===== src/rtl/pulse_dac_sequencer_if.sv =====
// ---------------------------------------------------------------------------
// pulse_dac_sequencer_if
//   Command channel of the pulse DAC sequencer. One command is a pulse
//   description: per-channel pulse values, a channel mask and a length.
//
//   Signals:
//     cmd_valid        producer offers a command
//     cmd_ready        sequencer queue can accept a command
//     dc_value_in      pulse values, channel k at [k*DC_VALUE_WIDTH +: DC_VALUE_WIDTH]
//     channel_mask_in  1 = channel takes the pulse value, 0 = keeps its default
//     length_in        pulse length in clock cycles (0 = discarded command)
//
//   Modports:
//     master  command producer
//     slave   sequencer
// ---------------------------------------------------------------------------
interface pulse_dac_sequencer_if #(
  parameter int NUM_CHANNEL        = 22,
  parameter int DC_VALUE_WIDTH     = 12,
  parameter int PULSE_LENGTH_WIDTH = 20
);

  logic                                  cmd_valid;
  logic                                  cmd_ready;
  logic [DC_VALUE_WIDTH*NUM_CHANNEL-1:0] dc_value_in;
  logic [NUM_CHANNEL-1:0]                channel_mask_in;
  logic [PULSE_LENGTH_WIDTH-1:0]         length_in;

  modport master (
    output cmd_valid,
    output dc_value_in,
    output channel_mask_in,
    output length_in,
    input  cmd_ready
  );

  modport slave (
    input  cmd_valid,
    input  dc_value_in,
    input  channel_mask_in,
    input  length_in,
    output cmd_ready
  );

endinterface


===== src/rtl/pulse_dac_sequencer.sv =====
// ---------------------------------------------------------------------------
// pulse_dac_sequencer
//   Multi-channel DC pulse controller. Commands are queued in a small FIFO
//   and played back-to-back; between pulses every channel drives its
//   programmable default DC value. Masked-out channels keep their default
//   during a pulse as well.
//
//   Optional feature macro: PULSE_DAC_SEQ_ABORT_EN
//     defined   -> adds input 'abort' that flushes the queue, stops the
//                  current pulse and drops any same-cycle push
//     undefined -> no abort port, pulses always complete
//
//   Ports:
//     clk, rst                  clock, synchronous active-high reset
//     abort                     (optional) abort playback and flush queue
//     default_dc_value_wr_en    load all default registers this cycle
//     default_dc_value_wr_data  new defaults, channel k at [k*DCW +: DCW]
//     cmd                       command channel (slave modport)
//     dc_value_out              registered DAC values
//     valid_dc_value_out        high on every cycle a pulse is on the DAC
//     pulse_done                one-cycle strobe after a pulse's last valid cycle
//     busy                      pulse playing or queue non-empty
//     fifo_count                queue occupancy
// ---------------------------------------------------------------------------
module pulse_dac_sequencer #(
  parameter int NUM_CHANNEL        = 22,
  parameter int DC_VALUE_WIDTH     = 12,
  parameter int PULSE_LENGTH_WIDTH = 20,
  parameter int CMD_FIFO_DEPTH     = 4
) (
  input  logic                                  clk,
  input  logic                                  rst,
`ifdef PULSE_DAC_SEQ_ABORT_EN
  input  logic                                  abort,
`endif
  input  logic                                  default_dc_value_wr_en,
  input  logic [DC_VALUE_WIDTH*NUM_CHANNEL-1:0] default_dc_value_wr_data,
  pulse_dac_sequencer_if.slave                  cmd,
  output logic [DC_VALUE_WIDTH*NUM_CHANNEL-1:0] dc_value_out,
  output logic                                  valid_dc_value_out,
  output logic                                  pulse_done,
  output logic                                  busy,
  output logic [$clog2(CMD_FIFO_DEPTH):0]       fifo_count
);

  localparam int PTR_W   = $clog2(CMD_FIFO_DEPTH);
  localparam int COUNT_W = PTR_W + 1;
  localparam int DATA_W  = DC_VALUE_WIDTH * NUM_CHANNEL;
  localparam logic [COUNT_W-1:0] FULL_COUNT = COUNT_W'(CMD_FIFO_DEPTH);

  typedef enum logic {
    IDLE,
    PLAY
  } state_t;

  state_t state, state_next;

  logic abort_now;
`ifdef PULSE_DAC_SEQ_ABORT_EN
  assign abort_now = abort;
`else
  assign abort_now = 1'b0;
`endif

  // -------------------------------------------------------------------------
  // Default DC registers
  // -------------------------------------------------------------------------
  logic [DATA_W-1:0] default_reg;

  // NOTE: sequential state uses non-blocking assignments so every register
  // samples the pre-edge values of the others.
  always_ff @(posedge clk) begin
    if (rst) begin
      default_reg <= '0;
    end else if (default_dc_value_wr_en) begin
      default_reg <= default_dc_value_wr_data;
    end
  end

  // -------------------------------------------------------------------------
  // Command FIFO
  // -------------------------------------------------------------------------
  logic [DATA_W-1:0]             mem_value [CMD_FIFO_DEPTH];
  logic [NUM_CHANNEL-1:0]        mem_mask  [CMD_FIFO_DEPTH];
  logic [PULSE_LENGTH_WIDTH-1:0] mem_len   [CMD_FIFO_DEPTH];
  logic [PTR_W-1:0]              wr_ptr, rd_ptr;
  logic                          push, pop;
  logic                          fifo_empty;
  logic [PULSE_LENGTH_WIDTH-1:0] head_len;

  assign cmd.cmd_ready = (fifo_count != FULL_COUNT);
  assign push          = cmd.cmd_valid && cmd.cmd_ready && !abort_now;
  assign fifo_empty    = (fifo_count == '0);
  assign head_len      = mem_len[rd_ptr];

  // Pointers wrap naturally because the depth is a power of two.
  always_ff @(posedge clk) begin
    if (rst || abort_now) begin
      wr_ptr     <= '0;
      rd_ptr     <= '0;
      fifo_count <= '0;
    end else begin
      if (push) wr_ptr <= wr_ptr + 1'b1;
      if (pop)  rd_ptr <= rd_ptr + 1'b1;
      case ({push, pop})
        2'b10:   fifo_count <= fifo_count + 1'b1;
        2'b01:   fifo_count <= fifo_count - 1'b1;
        default: fifo_count <= fifo_count;
      endcase
    end
  end

  // NOTE: queue storage has no reset; occupancy is tracked by the pointers
  // and count, so stale entries are never read.
  always_ff @(posedge clk) begin
    if (push) begin
      mem_value[wr_ptr] <= cmd.dc_value_in;
      mem_mask[wr_ptr]  <= cmd.channel_mask_in;
      mem_len[wr_ptr]   <= cmd.length_in;
    end
  end

  // -------------------------------------------------------------------------
  // Playback FSM
  // -------------------------------------------------------------------------
  logic [PULSE_LENGTH_WIDTH-1:0] counter;
  logic                          load;
  logic                          pulse_end;
  logic                          last_cycle;

  assign last_cycle = (counter == PULSE_LENGTH_WIDTH'(1));

  always_ff @(posedge clk) begin
    if (rst) begin
      state <= IDLE;
    end else begin
      state <= state_next;
    end
  end

  // NOTE: every output of this block is given a default first so no path
  // leaves a signal unassigned (which would infer a latch).
  always_comb begin
    state_next = state;
    pop        = 1'b0;
    load       = 1'b0;
    pulse_end  = 1'b0;
    if (abort_now) begin
      state_next = IDLE;
    end else begin
      case (state)
        IDLE: begin
          if (!fifo_empty) begin
            pop = 1'b1;
            // A zero-length command is consumed without playing.
            if (head_len != '0) begin
              load       = 1'b1;
              state_next = PLAY;
            end
          end
        end
        PLAY: begin
          if (last_cycle) begin
            pulse_end = 1'b1;
            if (!fifo_empty) begin
              pop = 1'b1;
              if (head_len != '0) load = 1'b1;
              else                state_next = IDLE;
            end else begin
              state_next = IDLE;
            end
          end
        end
        default: state_next = IDLE;
      endcase
    end
  end

  // -------------------------------------------------------------------------
  // Active pulse registers
  // -------------------------------------------------------------------------
  logic [DATA_W-1:0]      active_value;
  logic [NUM_CHANNEL-1:0] active_mask;

  always_ff @(posedge clk) begin
    if (rst) begin
      counter      <= '0;
      active_value <= '0;
      active_mask  <= '0;
    end else if (load) begin
      counter      <= head_len;
      active_value <= mem_value[rd_ptr];
      active_mask  <= mem_mask[rd_ptr];
    end else if (state == PLAY) begin
      counter <= counter - 1'b1;
    end
  end

  // -------------------------------------------------------------------------
  // Output stage: registered one cycle behind the FSM state
  // -------------------------------------------------------------------------
  logic [DATA_W-1:0] next_dc_value;
  logic              done_stage;

  always_comb begin
    next_dc_value = default_reg;
    for (int k = 0; k < NUM_CHANNEL; k++) begin
      if ((state == PLAY) && active_mask[k]) begin
        next_dc_value[k*DC_VALUE_WIDTH +: DC_VALUE_WIDTH] =
          active_value[k*DC_VALUE_WIDTH +: DC_VALUE_WIDTH];
      end
    end
  end

  // pulse_end marks the FSM's last PLAY cycle; the output register shows
  // that cycle one later, and pulse_done follows one cycle after that.
  always_ff @(posedge clk) begin
    if (rst) begin
      dc_value_out       <= '0;
      valid_dc_value_out <= 1'b0;
      done_stage         <= 1'b0;
      pulse_done         <= 1'b0;
    end else if (abort_now) begin
      dc_value_out       <= default_reg;
      valid_dc_value_out <= 1'b0;
      done_stage         <= 1'b0;
      pulse_done         <= 1'b0;
    end else begin
      dc_value_out       <= next_dc_value;
      valid_dc_value_out <= (state == PLAY);
      done_stage         <= pulse_end;
      pulse_done         <= done_stage;
    end
  end

  assign busy = (state == PLAY) || !fifo_empty;

endmodule


===== src/flat_wrapper.sv =====
// flat-port wrapper written by rule: the top's interface ports become plain ports
module pulse_dac_sequencer_flat 
#(
  parameter int NUM_CHANNEL        = 22,
  parameter int DC_VALUE_WIDTH     = 12,
  parameter int PULSE_LENGTH_WIDTH = 20,
  parameter int CMD_FIFO_DEPTH     = 4
)
  (clk, rst, default_dc_value_wr_en, default_dc_value_wr_data, dc_value_out, valid_dc_value_out, pulse_done, busy, fifo_count, cmd_cmd_valid, cmd_dc_value_in, cmd_channel_mask_in, cmd_length_in, cmd_cmd_ready);
  pulse_dac_sequencer_if #(.NUM_CHANNEL(NUM_CHANNEL), .DC_VALUE_WIDTH(DC_VALUE_WIDTH), .PULSE_LENGTH_WIDTH(PULSE_LENGTH_WIDTH)) cmd_i ();
  input  logic clk;
  input  logic rst;
  input  logic default_dc_value_wr_en;
  input  logic [DC_VALUE_WIDTH*NUM_CHANNEL-1:0] default_dc_value_wr_data;
  output logic [DC_VALUE_WIDTH*NUM_CHANNEL-1:0] dc_value_out;
  output logic valid_dc_value_out;
  output logic pulse_done;
  output logic busy;
  output logic [$clog2(CMD_FIFO_DEPTH):0] fifo_count;
  input wire logic [$bits(cmd_i.cmd_valid)-1:0] cmd_cmd_valid;
  input wire logic [$bits(cmd_i.dc_value_in)-1:0] cmd_dc_value_in;
  input wire logic [$bits(cmd_i.channel_mask_in)-1:0] cmd_channel_mask_in;
  input wire logic [$bits(cmd_i.length_in)-1:0] cmd_length_in;
  output wire logic [$bits(cmd_i.cmd_ready)-1:0] cmd_cmd_ready;
  assign cmd_i.cmd_valid = cmd_cmd_valid;
  assign cmd_i.dc_value_in = cmd_dc_value_in;
  assign cmd_i.channel_mask_in = cmd_channel_mask_in;
  assign cmd_i.length_in = cmd_length_in;
  assign cmd_cmd_ready = cmd_i.cmd_ready;
  pulse_dac_sequencer #(.NUM_CHANNEL(NUM_CHANNEL), .DC_VALUE_WIDTH(DC_VALUE_WIDTH), .PULSE_LENGTH_WIDTH(PULSE_LENGTH_WIDTH), .CMD_FIFO_DEPTH(CMD_FIFO_DEPTH)) u_core (.clk(clk), .rst(rst), .default_dc_value_wr_en(default_dc_value_wr_en), .default_dc_value_wr_data(default_dc_value_wr_data), .cmd(cmd_i), .dc_value_out(dc_value_out), .valid_dc_value_out(valid_dc_value_out), .pulse_done(pulse_done), .busy(busy), .fifo_count(fifo_count));
endmodule

===== config.mk =====
export PLATFORM = sky130hd
export DESIGN_NAME = pulse_dac_sequencer_flat
export DESIGN_NICKNAME = d
export VERILOG_FILES = /design/src/rtl/pulse_dac_sequencer_if.sv /design/src/rtl/pulse_dac_sequencer.sv /design/src/flat_wrapper.sv
export SDC_FILE = /design/constraint.sdc
export NUM_CORES = 2
export LEC_CHECK = 0
export CORE_AREA = 3 3 424 426
export CTS_CLUSTER_SIZE = 40
export DETAILED_ROUTE_END_ITERATION = 10
export DIE_AREA = 0 0 427 429
export PLACE_DENSITY = 0.65
export SYNTH_ARGS = -nofsm -noshare
export SYNTH_HDL_FRONTEND = slang
export SYNTH_SLANG_ARGS = --single-unit

===== constraint.sdc =====
create_clock -name clk -period 9.43 [get_ports clk]
set_input_delay 1.4145 -clock clk [delete_from_list [all_inputs] [get_ports clk]]
set_output_delay 1.4145 -clock clk [all_outputs]
set_load 0.02 [all_outputs]

# Yosys cells after proc, flatten, opt, wreduce, memory -nomap -nowiden

Memory sizes are Yosys's and may differ from the RTL's. A register that Yosys moved wholly into a read port is not among the register bits.
Cells that the tools add are included.
Widths: inputs -> output; s select.

Memories: 3
Bits in writable memories: 1224
Logic and storage cells: 92
Register bits after elaboration: 559
Output and inout bits: 271

Memories:

| memory           | depth | width | rd ports | clocked after memory_dff | write ports | line                      | RTL |
|---|---|---|---|---|---|---|---|
| u_core.mem_value | 4     | 264   | 1        | 1                        | 1           | pulse_dac_sequencer.sv:83 | `logic [DATA_W-1:0] mem_value [CMD_FIFO_DEPTH];` |
| u_core.mem_mask  | 4     | 22    | 1        | 1                        | 1           | pulse_dac_sequencer.sv:84 | `logic [NUM_CHANNEL-1:0] mem_mask [CMD_FIFO_DEPTH];` |
| u_core.mem_len   | 4     | 20    | 1        | 1                        | 1           | pulse_dac_sequencer.sv:85 | `logic [PULSE_LENGTH_WIDTH-1:0] mem_len [CMD_FIFO_DEPTH];` |

Bitwise operators: 1
Eq/ne operators: 4
Muxes and demuxes: 39
Add/subtract/negate cells: 5
Reduce and logical (&&, ||, !) cells: 30

Operators with widths:

| cell                  | count |
|---|---|
| $mux 12               | 22 |
| $mux 20               | 2 |
| $logic_and 1x1->1     | 23 |
| $eq 20x1->1 const B   | 1 |
| $reduce_bool 20->1    | 1 |
| $sub 20x1->20 const B | 1 |
| $mux 1                | 9 |
| $pmux 1 s2            | 3 |
| $pmux 3 s2            | 1 |
| $add 2x1->2 const B   | 2 |
| $mux 2                | 2 |
| $reduce_bool 2->1     | 2 |
| $add 3x1->3 const B   | 1 |
| $logic_not 3->1       | 1 |
| $ne 3x3->1 const B    | 1 |
| $sub 3x1->3 const B   | 1 |
| $eq 2x1->1 const B    | 1 |
| $eq 2x2->1 const B    | 1 |
| $reduce_or 2->1       | 1 |
| $logic_not 1->1       | 1 |
| $logic_or 1x1->1      | 1 |
| $not 1->1             | 1 |

# Depth between registers and ports, before layout

Word-level depth: 6
Gate-level depth with buffers: 11

# Worst setup path after synthesis

No wires, ideal clock.

Kind: input to register
Start: input cmd_cmd_valid
End: memory u_core.mem_len[0][0] (enable)
Data arrival time: 8.422 ns
Setup slack: 0.298 ns
Stages on the path: 1
Path buffers: 0
Cells stage by stage: and3_1

Longest elaborated chain between the ends: 3

RTL lines:

| what                         | line                       | RTL |
|---|---|---|
| start, declared              | flat_wrapper.sv:20         | `input wire logic [$bits(cmd_i.cmd_valid)-1:0] cmd_cmd_valid;` |
| $logic_and 1x1->1            | pulse_dac_sequencer.sv:92  | `assign push = cmd.cmd_valid && cmd.cmd_ready && !abort_now;` |
| $mux 1                       | pulse_dac_sequencer.sv:116 | `if (push) begin` |
| $mux 1 (implied by the code) | pulse_dac_sequencer.sv:119 | `mem_len[wr_ptr] <= cmd.length_in;` |
| end, declared                | pulse_dac_sequencer.sv:85  |  |

No other way between the ends.

# Worst setup path in the final report

Start: register u_core.counter[11]
End: register u_core.counter[9]

Longest elaborated chain between the ends: 4

RTL lines:

| what                                         | line                       | RTL |
|---|---|---|
| start, declared                              | pulse_dac_sequencer.sv:126 | `logic [PULSE_LENGTH_WIDTH-1:0] counter;` |
| start signal, assigned                       | pulse_dac_sequencer.sv:191 | `counter <= head_len;` |
| start signal, assigned                       | pulse_dac_sequencer.sv:195 | `counter <= counter - 1'b1;` |
| $eq 20x1->1 (*)                              | pulse_dac_sequencer.sv:131 | `assign last_cycle = (counter == PULSE_LENGTH_WIDTH'(1));` |
| $mux 1 (*)                                   | pulse_dac_sequencer.sv:163 | `if (last_cycle) begin` |
| $pmux 1 s2 (*)                               | pulse_dac_sequencer.sv:151 | `case (state)` |
| $mux 20 or $reduce_bool 2->1 (tied branches) | --                         |  |

Mark *: on every way between the ends. The rest lies on a longest branch, timed or not.
A chain may end at the register's enable or synchronous reset.

==> run summary <==
Outcome - completed
Post-synth EDFFs - 1,224
GRT Util Overall - 20.6%
Most flop-heavy register - u_core.mem_value
Pwr/cell area - 273 nW/µm²
Die Height - 429 µm
Number of global-route vias before repair - 43,860
FF-to-FF End - u_core.counter[9]
CP max stage cell - buf_4
Slew HR - 23.3%
Die footprint - 183,000 µm²
Critical path, cell by cell - or4_1 > or3_1 > or4_4 > a221oi_4 > buf_12 > buf_4 > o21ai_0 > o2bb2ai_1
Final setup violation count - 0
Final Util - 51.9%
Cts repair resizes - 0
CP peak stage delay - 0.79 ns
Number of flip-flops under the largest register name - 1,056
Sequential area share after synthesis - 72.7%
Asr flop ratio synth - 0%
Reg2reg setup slack - 4.64 ns
Die span in x - 427 µm
Syn Inst Count - 5,109
# rows - 154
Pleak - 31.1 nW
Total negative setup slack - 0 ns
Hold Path Depth - 2
First-pass GRT wire length - 284,000 µm
Startpoint types - flop
Layout area overhead - 23.8%
Synthesized net count - 5,691
Crit share post-route - 50.7%
CP Max Fanout - 157
Initial core utilization - 41.9%
RSZ-0062 raised after global routing - no
Final nets - 6,473
Hold Buf Count CTS - 0
Synth Cell Area - 73,900 µm²
Via Count - 43,459
Syn Area/Cell - 14.5 µm²
Setup crit end kind - flop
Sink Count - 2,071
Number of port buffers - 844
Yosys top cell by area - edfxtp_1
Post-DP HPWL - 120,000 µm
Crit-path leading delay family - simple AND/OR/NAND/NOR gates
H-tree depth - 4
Ys flop type - edfxtp_1
Synth area leaders - edfxtp_1 (50%), dfxtp_1 (23%), mux4_2 (9.3%)
Critical path required time - 10.10 ns
Core Region - 176,000 µm²
Area share of the largest cell type after synthesis - 49.8%
Post-CTS Setup Repair Bufs - 0
Highest Clock Rate - 209 MHz
Maxcap violations - 0
Top post-synthesis cells by count - edfxtp_1 (1,224), nand2_1 (1,137), dfxtp_1 (847), a21oi_1 (556), mux4_2 (306)
GPL Wtd Cong - 0.838
Reg2Reg Launch Point - u_core.counter[11]
Initial antenna violation count - 75
Worst reg2reg path depth - 8
DRT iter0 DRCs - 3,358
Grt total ovfl - 0
Post-Route WL - 191,000 µm
CTS Buffer Depth - 3
CTS tree - done
Final Slew Violations - 0
Hold endpoint - u_core.dc_value_out[143]
Buf+Inv Stages, Crit Path - 2
Worst clock skew - 0.0364 ns
Worst Hold Class - flop to flop
Post-Layout Inst Area - 91,500 µm²
Worst IR Drop VDD - 0.327 mV
Synth warn - 0
DRC Markers - 0
Largest net degree at the start of global routing - 185
Final min period - 4.79 ns
Filler Cell Count - 14,687
WP data arrival - 5.46 ns
Layout cells sized above 1 - 11.0%
DRT antenna net count - 0
Unique masters post-synth - 42
Post-synthesis sequential element count - 2,071
Final Hold Fails - 0
Hold_sp - u_core.active_value[143]
Io pins - 845
Clk root buf - clkbuf_16
Vias per inst - 5.14
Worst slew pin tran - 1.15 ns
First-pass DRT Iterations - 5
Clk slew on worst S/H paths - 0.06 ns
Placed cell area - 84,500 µm²
Clk Latency, worst-skew pair - 0.84 ns
Mean routed wirelength per cell - 22.6 µm
Most frequent cell after synthesis - edfxtp_1
CTS Buf Count - 209
Critical path class - flop to flop
-- power by group --
part	switching, W	internal (W)
Clock	0.00346	0.00463
Sequential	0.000665	0.0110
Combinational	0.00313	0.00201
Total	0.00725	0.0177
-- layout make-up --
class                      count  area [µm²]  area share [%]
sequential                  2071       53700            58.7
timing repair buffer         885        8970            9.80
antenna                       37        92.6           0.101
clock buffer                 313        6060            6.63
inverter                      18        67.6          0.0739
tap                         2340        2930            3.20
multi-input combinational   2706       18900            20.6
clock inverter                87         773           0.845
-- per-stage QoR --
stage | instances | power [W] | hold slack [ns] | setup slack, ns
after global placement | 8020 | 0.0170 | 0.441 | 4.83
after CTS | 8420 | 0.0253 | 0.451 | 4.65
after detailed placement | 8020 | 0.0171 | 0.443 | 4.70
after floorplan | 5109 | 0.0154 | 0.414 | 0.298
after global routing | 8451 | 0.0261 | 0.460 | 4.39
final | 8457 | 0.0249 | 0.450 | 4.64
-- cell usage in the layout (no fill, tap or decap), types with 4 or more instances in the layout --
cell,count
edfxtp_1,1224
nand2_1,1137
dfxtp_1,844
clkdlybuf4s50_1,842
a21oi_1,556
mux4_2,306
nor2_1,288
mux2i_1,282
clkbuf_16,217
clkbuf_1,69
diode_2,37
clkinv_2,32
clkbuf_8,27
buf_4,25
clkinv_1,24
and2_1,23
inv_1,18
buf_12,16
nor3_1,14
nor2b_1,12
o21ai_0,11
o2bb2ai_1,10
nor4_1,9
ha_1,7
inv_6,6
clkinv_4,6
bufinv_16,6
or3_1,5
clkinv_16,5
nand3_1,4
or4_1,4
and3_4,4
a21boi_0,4
o32ai_1,4
-- worst reg2reg max path, stage by stage (launching register included) --
cell	delay (ns)
dfxtp_1	0.37
or4_1	0.66
or3_1	0.41
or4_4	0.47
a221oi_4	0.55
buf_12	0.65
buf_4	1.04
o21ai_0	0.31
o2bb2ai_1	0.17
-- worst max-delay path by stage --
stage / slack [ns] / depth (start not counted) / startpoint / end
floorplan: 0.30 / 1 / cmd_cmd_valid / u_core.mem_len[0][0]
global placement: 4.83 / 7 / flop / u_core.counter[13]
detailed placement: 4.70 / 7 / flop / u_core.counter[13]
CTS: 4.65 / 7 / flop / u_core.counter[13]
global route: 4.39 / 8 / u_core.counter[11] / u_core.counter[9]
finish: 4.64 / 8 / u_core.counter[11] / u_core.counter[9]
-- kinds of logic after synthesis --
logic type / after synthesis / synth area share [%]
buffers and inverters: 332 / 1.81
AND/OR/NAND/NOR: 1507 / 7.92
XOR/XNOR: 5 / 0.0593
multiplexers: 588 / 13.2
AO/OA/AOI/OAI: 598 / 4.20
flip-flops: 2071 / 72.7
adder cells (fa/ha/maj): 8 / 0.146
-- layer usage --
layer | up-vias | track usage (%) | share of wire, %
li1 | 20079 | - | -
met1 | 21895 | 25.5 | 40
met2 | 1119 | 35.6 | 52
met3 | 340 | 3.91 | 5.0
met4 | 26 | 7.95 | 2.9
met5 | - | 0 | 0.098
Note: power is estimated with default switching activity, not from simulation.
